<file path="src/rtl/imem_boot_loader_if.sv">
// ----------------------------------------------------------------------------
// imem_boot_loader_if : program stream, imem write port and core control
// Rev 1.0
// ----------------------------------------------------------------------------
`default_nettype none

interface imem_boot_loader_if #(
   parameter int ADDR_WIDTH = 10,
   parameter int DATA_WIDTH = 32
);
   logic                  start;
   logic                  in_valid;
   logic [DATA_WIDTH-1:0] in_data;
   logic                  in_last;
   logic                  in_ready;
   logic                  imem_we;
   logic [ADDR_WIDTH-1:0] imem_addr;
   logic [DATA_WIDTH-1:0] imem_wdata;
   logic                  core_rst;
   logic                  done;
   logic                  error;
   logic [ADDR_WIDTH:0]   word_count;

   modport master (
      output start, in_valid, in_data, in_last,
      input  in_ready, imem_we, imem_addr, imem_wdata,
      input  core_rst, done, error, word_count
   );

   modport slave (
      input  start, in_valid, in_data, in_last,
      output in_ready, imem_we, imem_addr, imem_wdata,
      output core_rst, done, error, word_count
   );
endinterface

`default_nettype wire

</file>
<file path="src/rtl/imem_boot_loader.sv">
// ----------------------------------------------------------------------------
// imem_boot_loader : streams a program into instruction memory, holds core in reset
// Rev 1.0
// ----------------------------------------------------------------------------
`default_nettype none

module imem_boot_loader #(
   parameter int ADDR_WIDTH = 10,
   parameter int DATA_WIDTH = 32
) (
   input  wire logic        clk,
   input  wire logic        rst,
   imem_boot_loader_if.slave bus
);

   localparam logic [ADDR_WIDTH:0] CNT_ONE  = (ADDR_WIDTH+1)'(1);
   localparam logic [ADDR_WIDTH:0] LAST_IDX = ((ADDR_WIDTH+1)'(1) << ADDR_WIDTH) - CNT_ONE;

   typedef enum logic [2:0] {
      S_IDLE    = 3'd0,
      S_LOAD    = 3'd1,
      S_RELEASE = 3'd2,
      S_RUN     = 3'd3,
      S_ERR     = 3'd4
   } state_t;

   state_t                state_q, state_d;
   logic                  ready_q, ready_d;
   logic                  we_q, we_d;
   logic [ADDR_WIDTH-1:0] addr_q, addr_d;
   logic [DATA_WIDTH-1:0] wdata_q, wdata_d;
   logic                  core_rst_q, core_rst_d;
   logic                  done_q, done_d;
   logic                  error_q, error_d;
   logic [ADDR_WIDTH:0]   count_q, count_d;
   logic                  handshake;

   // ready_q is high exactly while in LOAD, so it doubles as the accept qualifier
   assign handshake = bus.in_valid & ready_q;

   always_ff @(posedge clk) begin
      if (rst) begin
         state_q    <= S_IDLE;
         ready_q    <= 1'b0;
         we_q       <= 1'b0;
         addr_q     <= '0;
         wdata_q    <= '0;
         core_rst_q <= 1'b1;
         done_q     <= 1'b0;
         error_q    <= 1'b0;
         count_q    <= '0;
      end else begin
         state_q    <= state_d;
         ready_q    <= ready_d;
         we_q       <= we_d;
         addr_q     <= addr_d;
         wdata_q    <= wdata_d;
         core_rst_q <= core_rst_d;
         done_q     <= done_d;
         error_q    <= error_d;
         count_q    <= count_d;
      end
   end

   always_comb begin
      state_d = state_q;
      count_d = count_q;
      we_d    = 1'b0;
      addr_d  = addr_q;
      wdata_d = wdata_q;

      case (state_q)
         S_IDLE: begin
            if (bus.start) begin
               state_d = S_LOAD;
               count_d = '0;
            end
         end
         S_LOAD: begin
            if (handshake) begin
               we_d    = 1'b1;
               addr_d  = count_q[ADDR_WIDTH-1:0];
               wdata_d = bus.in_data;
               count_d = count_q + CNT_ONE;
               // the word at the top address is still written before overflowing
               if (bus.in_last) begin
                  state_d = S_RELEASE;
               end else if (count_q == LAST_IDX) begin
                  state_d = S_ERR;
               end
            end
         end
         S_RELEASE: begin
            state_d = S_RUN;
         end
         S_RUN, S_ERR: begin
            if (bus.start) begin
               state_d = S_LOAD;
               count_d = '0;
            end
         end
         default: begin
            state_d = S_IDLE;
         end
      endcase

      ready_d    = (state_d == S_LOAD);
      core_rst_d = (state_d != S_RUN);
      done_d     = (state_d == S_RUN);
      error_d    = (state_d == S_ERR);
   end

   assign bus.in_ready   = ready_q;
   assign bus.imem_we    = we_q;
   assign bus.imem_addr  = addr_q;
   assign bus.imem_wdata = wdata_q;
   assign bus.core_rst   = core_rst_q;
   assign bus.done       = done_q;
   assign bus.error      = error_q;
   assign bus.word_count = count_q;

endmodule

`default_nettype wire
</file>
<file path="src/flat_wrapper.sv">
// flat-port wrapper written by rule: the top's interface ports become plain ports
module imem_boot_loader_flat 
#(
   parameter int ADDR_WIDTH = 10,
   parameter int DATA_WIDTH = 32
)
  (clk, rst, bus_start, bus_in_valid, bus_in_data, bus_in_last, bus_in_ready, bus_imem_we, bus_imem_addr, bus_imem_wdata, bus_core_rst, bus_done, bus_error, bus_word_count);
  imem_boot_loader_if #(.ADDR_WIDTH(ADDR_WIDTH), .DATA_WIDTH(DATA_WIDTH)) bus_i ();
  input  wire logic clk;
  input  wire logic rst;
  input wire logic [$bits(bus_i.start)-1:0] bus_start;
  input wire logic [$bits(bus_i.in_valid)-1:0] bus_in_valid;
  input wire logic [$bits(bus_i.in_data)-1:0] bus_in_data;
  input wire logic [$bits(bus_i.in_last)-1:0] bus_in_last;
  output wire logic [$bits(bus_i.in_ready)-1:0] bus_in_ready;
  output wire logic [$bits(bus_i.imem_we)-1:0] bus_imem_we;
  output wire logic [$bits(bus_i.imem_addr)-1:0] bus_imem_addr;
  output wire logic [$bits(bus_i.imem_wdata)-1:0] bus_imem_wdata;
  output wire logic [$bits(bus_i.core_rst)-1:0] bus_core_rst;
  output wire logic [$bits(bus_i.done)-1:0] bus_done;
  output wire logic [$bits(bus_i.error)-1:0] bus_error;
  output wire logic [$bits(bus_i.word_count)-1:0] bus_word_count;
  assign bus_i.start = bus_start;
  assign bus_i.in_valid = bus_in_valid;
  assign bus_i.in_data = bus_in_data;
  assign bus_i.in_last = bus_in_last;
  assign bus_in_ready = bus_i.in_ready;
  assign bus_imem_we = bus_i.imem_we;
  assign bus_imem_addr = bus_i.imem_addr;
  assign bus_imem_wdata = bus_i.imem_wdata;
  assign bus_core_rst = bus_i.core_rst;
  assign bus_done = bus_i.done;
  assign bus_error = bus_i.error;
  assign bus_word_count = bus_i.word_count;
  imem_boot_loader #(.ADDR_WIDTH(ADDR_WIDTH), .DATA_WIDTH(DATA_WIDTH)) u_core (.clk(clk), .rst(rst), .bus(bus_i));
endmodule
</file>
<file path="config.mk">
export PLATFORM = sky130hd
export DESIGN_NAME = imem_boot_loader_flat
export DESIGN_NICKNAME = d
export VERILOG_FILES = /design/src/rtl/imem_boot_loader_if.sv /design/src/rtl/imem_boot_loader.sv /design/src/flat_wrapper.sv
export SDC_FILE = /design/constraint.sdc
export NUM_CORES = 1
export LEC_CHECK = 0
export CELL_PAD_IN_SITES_DETAIL_PLACEMENT = 1
export CELL_PAD_IN_SITES_GLOBAL_PLACEMENT = 1
export CORE_ASPECT_RATIO = 1.5
export CORE_MARGIN = 2
export CORE_UTILIZATION = 30
export CTS_CLUSTER_DIAMETER = 40
export DETAILED_ROUTE_END_ITERATION = 10
export HOLD_SLACK_MARGIN = 0.08
export MAX_ROUTING_LAYER = met4
export PLACE_DENSITY = 0.86
export SLEW_MARGIN = 20
export SYNTH_ARGS = -nofsm -noshare
export SYNTH_HDL_FRONTEND = slang
export SYNTH_SLANG_ARGS = --single-unit
</file>
<file path="constraint.sdc">
create_clock -name clk -period 3.67 [get_ports clk]
set_input_delay 0.5505 -clock clk [delete_from_list [all_inputs] [get_ports clk]]
set_output_delay 0.5505 -clock clk [all_outputs]
set_load 0.02 [all_outputs]
</file>
==> run summary <==
DRT Pass-1 Iters = 4
Setup violations, final = 0
Vias per inst = 4.91
PostCTS Resize Cnt = 0
Die area = 8630 sq um
Total grt overflow = 0
Cell area after synthesis = 2370 sq um
Core ar. = 7610 sq um
IO buf count = 94
Top cells by count, synth = 101 x nand2_1, 61 x dfxtp_1, 45 x a21oi_1
Detailed Route WL = 7.24 mm
Register area share after synthesis = 51.6%
Root Buffer = clkbuf_16
Layout cell share with drive strength beyond 1 = 6.86%
FILL cells = 910
CTS tree = done
Layout area overhead = 54.3%
Setup CP Type = in -> reg
# hold bufs at CTS = 0
Initial core utilization = 31.1%
Outcome = finished clean
RSZ-0062 raised after global routing = no
Final period util = 59.8%
R2r startpoint = u_core.state_q[0]
#FFs+latches synth = 61
CP Capture Type = register
Crit path time final = 2200 ps
Hold Crit Start = u_core.bus.imem_addr[2]
Row count = 39
Pwr/cell area = 439 nW/um^2
Synth Instances = 286
Placer Congestion = 0.741
Longest Clk Path Bufs = 2
Global Route Usage Sum = 17.8%
Maxcap violations = 0
Min Hold Slack = 453 ps
Initial antenna violation count = 0
Distinct cells, synth = 35
Hold Path Class = reg -> reg
Worst Path Arrival = 2440 ps
Chip Width = 76.5 um
Final slew viol count = 0
Largest cells by area after synthesis = dfxtp_1 52%, nand2_1 16%, a21oi_1 9.5%
Yosys top cell area share = 51.6%
Yosys warns = 0
Clk sinks = 61
Clk Latency, worst-skew pair = 320 ps
# Post-CTS Setup Buffers = 0
Worst slew pin tran = 928 ps
Biggest area consumer among synthesized cells = dfxtp_1
Top FF cell, synth = dfxtp_1
H-Tree Depth = 3
Most common cell in the netlist = nand2_1
Global-route wire length before repair = 12.0 mm
CTS clk-pin slew, worst paths = 50 ps
Register area = 1220 sq um
Worst r2r path cells = 4
Hold Path Depth = 2
Worst reg2reg setup slack = 1610 ps
TritonCTS Buffers = 9
Via count = 2,362
Slew HR = 38.2%
Number of synthesized flops with an enable pin = 0
Final #Nets = 413
Worst-path maximum fanout = 43
# DRC = 0
Non-Filler Instances = 481
Achievable frequency = 0.455 GHz
CP required = 3920 ps
Multi-input logic area = 1060 sq um
Hpwl dp = 4.89 mm
Diode count = 0
Max IR drop VDD = 255 uV
Setup TNS = 0 ps
Mean Syn Cell Area = 8.27 sq um
Worst r2r dst = u_core.bus.word_count[9]
DIE HEIGHT = 113 um
Post-route ant nets = 0
Type of origin of the critical path = input pin
IO Count = 95
Number of global-route vias before repair = 2,512
Hold path endpoint = u_core.bus.imem_addr[2]
Worst Clk Skew = 5.77 ps
Leak = 1.24 nW
Largest net degree at the start of global routing = 50
DRT iter0 DRCs = 103
Placed Cells incl. Taps = 466
Async S/R FF share, synth = 0%
Routed WL per cell = 15.0 um
Final Hold Viols = 0
Syn Nets = 324
==> routing by layer <==
layer	track usage, %	vias to the layer above	share of wire, %
met3	4.23	10	4.0
met2	31.3	65	52
li1	-	1151	-
met1	19.2	1136	42
met4	6.91	0	1.7
met5	-	-	0
==> cells in the final DEF, fill, tap and decap left out, drive strengths merged, types with 2 or more instances in the layout <==
master / count
o2111ai: 6
nand2b: 3
a2111o: 7
nand4: 3
nand3: 5
inv: 3
dfxtp: 61
clkinv: 3
nor2: 6
clkdlybuf4s50: 93
o21ai: 2
mux2i: 2
a21oi: 45
nand2: 101
or2: 2
or3: 2
and2: 3
clkbuf: 10
buf: 3
nor3b: 3
==> critical path, cell delays in order <==
cell	delay (ps)
clkdlybuf4s50_1	430
and2_1	200
nand2_2	610
buf_4	370
nand3_1	100
a21oi_1	160
==> kinds of logic after synthesis <==
logic type / synth area share, %
fa+ha+maj: 0.529
mux: 0.846
simple gates: 25.6
buf+inv: 3.75
compound gates: 17.6
flops: 51.6
==> state kept, by name (all words and copies together), names as in the netlist <==
register and cells:
u_core.bus.done 1, u_core.bus.in_ready 1, u_core.bus.core_rst 1, u_core.bus.imem_addr 10, u_core.bus.error 1, u_core.bus.imem_wdata 32, u_core.bus.word_count 11, u_core.state_q 3
u_core.bus.imem_we 1
==> worst max path at each step <==
stage / startpoint / cells after the start / slack (ps) / to
floorplan: u_core.bus.word_count[0] / 5 / 1920 / u_core.bus.word_count[10]
global placement: bus_in_valid / 6 / 1200 / u_core.bus.word_count[1]
detailed placement: bus_in_valid / 6 / 1120 / u_core.bus.imem_addr[9]
CTS: bus_in_valid / 6 / 1450 / u_core.bus.imem_addr[9]
global route: bus_in_valid / 6 / 1320 / u_core.bus.imem_wdata[22]
finish: bus_in_valid / 6 / 1470 / u_core.bus.word_count[1]
==> area by class of cell <==
cell class              instances  share of cell area, %
clock buffers                  10                   6.27
clock inverters                 5                   1.44
inverters                       3                  0.308
multi-input cells             204                   29.0
flip-flops and latches         61                   33.4
well taps                     102                   3.50
repair buffers                 96                   26.0
==> per-stage QoR <==
stage	worst slack, ps	power, mW	utilization [%]	instance area (sq um)
final	1470	1.60	48.0	3650
after global routing	1320	1.66	48.0	3650
after CTS	1450	1.63	48.0	3650
after detailed placement	1120	0.820	44.3	3370
after global placement	1200	0.817	44.3	3370
after floorplan	1920	0.750	-	2370
==> where the power goes <==
group          total (mW)  switching [mW]  internal, mW
combinational       0.125          0.0642        0.0612
clock               0.795           0.279         0.517
sequential          0.680         0.00685         0.673
No activity file was read; power rests on OpenSTA's default activity.
